<file path="config.mk">
export PLATFORM = sky130hd
export DESIGN_NAME = dodawanie_sekw
export DESIGN_NICKNAME = d
export VERILOG_FILES = /design/src/rtl/dodawanie_sekw.sv
export SDC_FILE = /design/constraint.sdc
export NUM_CORES = 1
export LEC_CHECK = 0
export CORE_UTILIZATION = 45
export CTS_CLUSTER_DIAMETER = 150
export DETAILED_ROUTE_END_ITERATION = 12
export HOLD_SLACK_MARGIN = 0.1
export PLACE_DENSITY_LB_ADDON = 0.2
export SETUP_SLACK_MARGIN = 0.4
export SLEW_MARGIN = 20
export SYNTH_ARGS = -nofsm -noshare
export SYNTH_HDL_FRONTEND = slang
export SYNTH_SLANG_ARGS = --single-unit
</file>
<file path="constraint.sdc">
create_clock -name i_clk -period 2.8 [get_ports i_clk]
set_input_delay 0.28 -clock i_clk [delete_from_list [all_inputs] [get_ports i_clk]]
set_output_delay 0.28 -clock i_clk [all_outputs]
set_load 0.01 [all_outputs]
</file>
<file path="src/rtl/dodawanie_sekw.sv">
// Multi-cycle add/subtract unit: WIDTH-bit operands are processed CHUNK bits per clock, LSB first.
// Optional accumulate mode (operand A taken from the last result) is enabled by DODAWANIE_SEKW_ACC_EN.
module dodawanie_sekw #(
    parameter int WIDTH = 32,
    parameter int CHUNK = 8
) (
    input  logic             i_clk,
    input  logic             i_rst,
    input  logic             i_start,
    input  logic             i_sub,
`ifdef DODAWANIE_SEKW_ACC_EN
    input  logic             i_acc,
`endif
    input  logic [WIDTH-1:0] i_argA,
    input  logic [WIDTH-1:0] i_argB,
    output logic             o_busy,
    output logic             o_valid,
    output logic [WIDTH-1:0] o_result,
    output logic             o_carry,
    output logic             o_overflow
);

    localparam int STEPS = WIDTH / CHUNK;
    localparam int CNT_W = (STEPS > 2) ? $clog2(STEPS) : 1;
    localparam logic [CNT_W-1:0] LAST = CNT_W'(STEPS - 1);

    localparam logic [1:0] IDLE = 2'd0;
    localparam logic [1:0] RUN  = 2'd1;
    localparam logic [1:0] DONE = 2'd2;

    logic [1:0]             state;
    logic [CNT_W-1:0]       cnt;
    logic                   carry;
    logic [WIDTH-1:0]       op_a;
    logic [WIDTH-1:0]       op_b;
    logic [WIDTH-CHUNK-1:0] part;
    logic [WIDTH-CHUNK-1:0] part_next;
    logic [CHUNK:0]         slice_sum;
    logic                   msb_cin;
    logic [WIDTH-1:0]       a_load;
    logic [WIDTH-1:0]       b_load;
    logic                   accept;

    function automatic logic [CHUNK:0] slice_add(input logic [CHUNK-1:0] a,
                                                 input logic [CHUNK-1:0] b,
                                                 input logic             cin);
        return {1'b0, a} + {1'b0, b} + {{CHUNK{1'b0}}, cin};
    endfunction

    // Carry into the top bit of the slice, i.e. the carry into bit WIDTH-1 on the last slice.
    function automatic logic top_carry_in(input logic [CHUNK-1:0] a,
                                          input logic [CHUNK-1:0] b,
                                          input logic             cin);
        logic [CHUNK-1:0] low;
        low = {1'b0, a[CHUNK-2:0]} + {1'b0, b[CHUNK-2:0]} + {{(CHUNK-1){1'b0}}, cin};
        return low[CHUNK-1];
    endfunction

    always_comb begin
        slice_sum = slice_add(op_a[CHUNK-1:0], op_b[CHUNK-1:0], carry);
        msb_cin   = top_carry_in(op_a[CHUNK-1:0], op_b[CHUNK-1:0], carry);
        part_next = (part >> CHUNK)
                  | ((WIDTH-CHUNK)'(slice_sum[CHUNK-1:0]) << (WIDTH - 2*CHUNK));
    end

    always_comb begin
`ifdef DODAWANIE_SEKW_ACC_EN
        a_load = i_acc ? o_result : i_argA;
`else
        a_load = i_argA;
`endif
        b_load = i_sub ? ~i_argB : i_argB;
    end

    assign accept  = i_start && (state == IDLE || state == DONE);
    assign o_busy  = (state == RUN);
    assign o_valid = (state == DONE);

    // Control and architectural outputs
    always_ff @(posedge i_clk or posedge i_rst) begin
        if (i_rst) begin
            state      <= IDLE;
            cnt        <= '0;
            carry      <= 1'b0;
            o_result   <= '0;
            o_carry    <= 1'b0;
            o_overflow <= 1'b0;
        end else begin
            case (state)
                IDLE, DONE: begin
                    if (i_start) begin
                        state <= RUN;
                        cnt   <= '0;
                        carry <= i_sub;
                    end else begin
                        state <= IDLE;
                    end
                end
                RUN: begin
                    carry <= slice_sum[CHUNK];
                    cnt   <= cnt + 1'b1;
                    if (cnt == LAST) begin
                        o_result   <= {slice_sum[CHUNK-1:0], part};
                        o_carry    <= slice_sum[CHUNK];
                        o_overflow <= slice_sum[CHUNK] ^ msb_cin;
                        state      <= DONE;
                    end
                end
                default: state <= IDLE;
            endcase
        end
    end

    // Operand shifters and partial result; slices leave at the bottom, sums enter at the top
    always_ff @(posedge i_clk) begin
        if (accept) begin
            op_a <= a_load;
            op_b <= b_load;
        end else if (state == RUN) begin
            op_a <= op_a >> CHUNK;
            op_b <= op_b >> CHUNK;
            part <= part_next;
        end
    end

endmodule

</file>
==> impl_summary.log <==
[metrics] count of state elements after synthesis: around 130
[metrics] drt drc: 7
[metrics] number of buffers inserted by post-CTS setup repair: 0
[metrics] Sequential Power Share: between 40% and 50%
[metrics] Nets: 605
[metrics] gate family responsible for the most delay along the worst path: buffers and inverters
[metrics] CTS tree: built
[metrics] number of global-route vias before repair: about 3300
[metrics] Die ar.: approximately 12000 um^2
[metrics] Syn Nets: between 400 and 500
[metrics] number of slew-limit violations in the final report: 0
[metrics] ordered list of cells on the worst path: nand2b_1 -> inv_1 -> buf_8 -> clkdlybuf4s50_1
[metrics] data arrival time of the worst path: about 2.0 ns
[metrics] combined buffer and inverter count along the critical path: 3
[metrics] synth warn: 0
[metrics] status: finished with violations
[metrics] drt initial violations: around 160
[metrics] part of the total power dissipated in the clock network: a little under a quarter
[metrics] WL final: roughly 9.0 mm
[metrics] synthesized cell area: about 5400 um^2
[metrics] Cells after Synth: 418
[metrics] failing checks: DRC
[metrics] estimated wirelength of the detail-placed design: 6.171 mm
[metrics] I/O Pins: about 100
[metrics] Peak VDD IR: between 400 and 500 uV
[metrics] Final Hold Viols: 0
[metrics] PortBufs: ~100
[metrics] Relative slew margins: between 40% and 50%
[metrics] worst reg2reg path depth: 8
[metrics] shortest clock period the worst path allows after layout: 2.251 ns
[metrics] sink count of the clock tree: 127
[metrics] path class of the lowest-slack min-delay path: in2async
[metrics] cts repair resizes: 1
[metrics] clk buf depth: 2
[metrics] ratio of final minimum period to clock period: about 80%
[metrics] Num CTS Buffers: 17
[metrics] total power after layout: 8.924 mW
[metrics] total iterations of the first detailed-routing run: 8
[metrics] Pleak: ~2.9 nW
[metrics] quantity of hold-fixing buffers added after cts: 0
[metrics] combined global-route utilization of all metal layers: about 16%
[metrics] unique cell type count in the Yosys netlist: 35
[metrics] sequential share of the synthesized area: between 60 and 70%
[metrics] CTS root buf: sky130_fd_sc_hd__clkbuf_16
[metrics] Placeable Area: 11560 um^2
[metrics] depth of the CTS H-tree: 4
[metrics] average footprint of a synthesized cell: around 13 um^2
[metrics] P_sw: 2.739 mW
[metrics] Achievable Freq: 444.3 MHz
[metrics] Internal Pwr Total: 6.185 mW
[metrics] Area growth, synth to finish: 32.98%
[metrics] largest net degree at the start of global routing: between 60 and 70
[metrics] share of post-route cells with drive strength above 1: between 10% and 20%
[metrics] number of diodes added for antenna fixing: 0
[metrics] post-DR vias/cell: about 4.9
[metrics] share of power burned in combinational logic: between 30% and 40%
[metrics] wire length of the first global-routing pass: about 15 mm
[metrics] clock latency of the later-clocked register in the worst-skew pair: ~0.41 ns
[metrics] vias after detailed routing: 3314
[metrics] Post-Route Utilization: 62.17%
[metrics] number of antenna violations at the first check in global routing: 0
[metrics] instance count on the critical path: 4
[metrics] height of the die: ~110 um
[metrics] unrepaired setup endpoints after global routing: no
[metrics] GP Congestion: 0.7972
[metrics] type of the worst setup path: reg2out
[metrics] required time of the critical path: around 2.5 ns
[metrics] crit-path max FO: 25
[metrics] Final TNS setup: 0 ns
[metrics] width of the die: ~110 um
[metrics] critical path's largest stage delay: roughly 0.57 ns
[metrics] Antenna Nets Post-Route: 0
[metrics] number of inserted filler cells in the final layout: 936
[metrics] wire length per cell: roughly 13 um
[metrics] Worst Clk Skew: about 0.0095 ns
[metrics] Row Count: 39
[metrics] setup violation total in the final timing report: 0
[metrics] Pwr Density: between 1000 and 1500 nW/um^2
[metrics] critical-path cell with the highest stage delay: sky130_fd_sc_hd__clkdlybuf4s50_1
[metrics] clock-pin slew on the worst setup and hold paths: ~0.060 ns
[metrics] sort of element at the end of the critical path: output port
[metrics] overflow left after global routing: 0
[metrics] Switching Fraction: 30.69%
[metrics] starting utilization of the core area: approximately 47%
[metrics] CP Launch Type: flip-flop
[metrics] Worst Max-Slew Pin Slew: around 0.77 ns
[metrics] number of max-cap violations: 0
## final cells by class
type / count / area, um^2 / area share [%]
clock inverters: 11 / 106.4 / 1.479
multi-input cells: 262 / 1679 / 23.36
repair buffers: 110 / 1099 / 15.28
flip-flops and latches: 127 / 3618 / 50.33
inverters: 9 / 37.54 / 0.5221
clock buffers: 21 / 470.5 / 6.544
well taps: 143 / 178.9 / 2.489
## metrics by stage
step	hold slack, ns	std cells	worst slack, ns	instance area (um^2)
after floorplan	0.4204	418	0.2515	5413
after CTS	0.3290	683	0.4315	7178
after detailed placement	0.4290	651	0.4476	6598
final	0.3015	683	0.5490	7189
after global placement	0.4230	651	0.5031	6598
after global routing	0.3624	683	0.4275	7189
## logic make-up after synthesis
family | synth area share (%)
and+or+nand+nor | 10.28
DFF | 66.93
AOI/OAI and AO/OA | 5.879
xor gates and xnor gates | 5.994
buffers and inverters | 2.291
muxes | 6.040
adders and majority gates | 2.592
## flip-flops by register name (all words and copies together) (netlist names)
register	flops
op_b	32
cnt	2
carry	1
o_carry	1
state	2
o_result	32
o_overflow	1
op_a	32
part	24
## routing by layer
layer  GRT usage (%)  routed length (um)  up-vias
li1                -                   -     1654
met1           17.99                3795     1531
met2           26.42                4393      108
met3           5.988                 616       21
met4           8.468                 241        0
met5               0                   0        -
## tightest hold or removal path: cells and delay by family
kind                   cells  cell delay [ns]
buffers and inverters      3             0.87
## synth_stat cells
| library cell | n | area share, % |
|---|---|---|
| sky130_fd_sc_hd__o31a_4 | 1 | 0.32 |
| sky130_fd_sc_hd__mux2_2 | 28 | 5.8 |
| sky130_fd_sc_hd__xnor2_1 | 37 | 6.0 |
| sky130_fd_sc_hd__buf_4 | 3 | 0.42 |
| sky130_fd_sc_hd__nor2b_4 | 1 | 0.25 |
| sky130_fd_sc_hd__a21oi_1 | 4 | 0.37 |
| sky130_fd_sc_hd__o21ai_1 | 1 | 0.092 |
| sky130_fd_sc_hd__a221oi_4 | 1 | 0.49 |
| sky130_fd_sc_hd__nand2_1 | 106 | 7.4 |
| sky130_fd_sc_hd__a211oi_1 | 1 | 0.14 |
| sky130_fd_sc_hd__nor2b_1 | 2 | 0.23 |
| sky130_fd_sc_hd__inv_2 | 1 | 0.069 |
| sky130_fd_sc_hd__nand2b_1 | 2 | 0.23 |
| sky130_fd_sc_hd__a22oi_1 | 1 | 0.14 |
| sky130_fd_sc_hd__o21bai_1 | 1 | 0.14 |
| sky130_fd_sc_hd__clkbuf_1 | 14 | 0.97 |
| sky130_fd_sc_hd__nor3b_1 | 1 | 0.14 |
| sky130_fd_sc_hd__o211ai_1 | 1 | 0.14 |
| sky130_fd_sc_hd__o21a_1 | 1 | 0.14 |
| sky130_fd_sc_hd__buf_2 | 3 | 0.28 |
| sky130_fd_sc_hd__o31ai_1 | 1 | 0.14 |
| sky130_fd_sc_hd__and2_1 | 8 | 0.93 |
| sky130_fd_sc_hd__a21boi_0 | 1 | 0.14 |
| sky130_fd_sc_hd__nand2_2 | 1 | 0.12 |
| sky130_fd_sc_hd__nor2_1 | 13 | 0.90 |
| sky130_fd_sc_hd__a21o_1 | 3 | 0.42 |
| sky130_fd_sc_hd__and3_1 | 1 | 0.12 |
| sky130_fd_sc_hd__inv_1 | 8 | 0.56 |
| sky130_fd_sc_hd__ha_1 | 8 | 1.9 |
| sky130_fd_sc_hd__mux2_1 | 1 | 0.21 |
| sky130_fd_sc_hd__a22o_1 | 1 | 0.16 |
| sky130_fd_sc_hd__fa_1 | 2 | 0.74 |
| sky130_fd_sc_hd__edfxtp_1 | 88 | 49 |
| sky130_fd_sc_hd__dfrtp_1 | 39 | 18 |
| sky130_fd_sc_hd__o21ai_0 | 33 | 3.1 |
## power groups by stage
stage / sequential, mW / combinational (mW) / clock, mW
global route: 3.86 / 3.44 / 2.21
global placement: 3.75 / 3.02 / 0
floorplan: 3.82 / 1.88 / 0
finish: 3.75 / 3.09 / 2.08
detailed placement: 3.79 / 3.10 / 0
CTS: 3.77 / 3.12 / 2.12
## cell usage in the layout (no fill, tap or decap), types with 2 or more instances in the layout
cell                              count
sky130_fd_sc_hd__o21ai_0             32
sky130_fd_sc_hd__a21o_1               3
sky130_fd_sc_hd__nor2_1              12
sky130_fd_sc_hd__edfxtp_1            88
sky130_fd_sc_hd__nand2_1            106
sky130_fd_sc_hd__ha_1                 8
sky130_fd_sc_hd__clkdlybuf4s50_1    102
sky130_fd_sc_hd__mux2_2              28
sky130_fd_sc_hd__o21ai_1              2
sky130_fd_sc_hd__dfrtp_1             39
sky130_fd_sc_hd__a21oi_1              4
sky130_fd_sc_hd__clkinv_4             3
sky130_fd_sc_hd__inv_6                3
sky130_fd_sc_hd__buf_4                5
sky130_fd_sc_hd__xnor2_1             37
sky130_fd_sc_hd__and2_1               8
sky130_fd_sc_hd__clkbuf_8             3
sky130_fd_sc_hd__inv_1                7
sky130_fd_sc_hd__clkinvlp_4           3
sky130_fd_sc_hd__clkbuf_16           17
## final timing paths
| path | end | from | slack [ns] |
|---|---|---|---|
| max in group asynchronous | o_result[4] | i_rst | 2.13 |
| min in group i_clk | part[11] | part[19] | 0.44 |
| setup reg to reg | part[22] | carry | 0.57 |
| hold reg to reg | part[11] | part[19] | 0.44 |
| hold / removal | o_result[7] | i_rst | 0.30 |
| setup / recovery | o_busy | state[1] | 0.55 |
No activity file was read; power rests on OpenSTA's default activity.
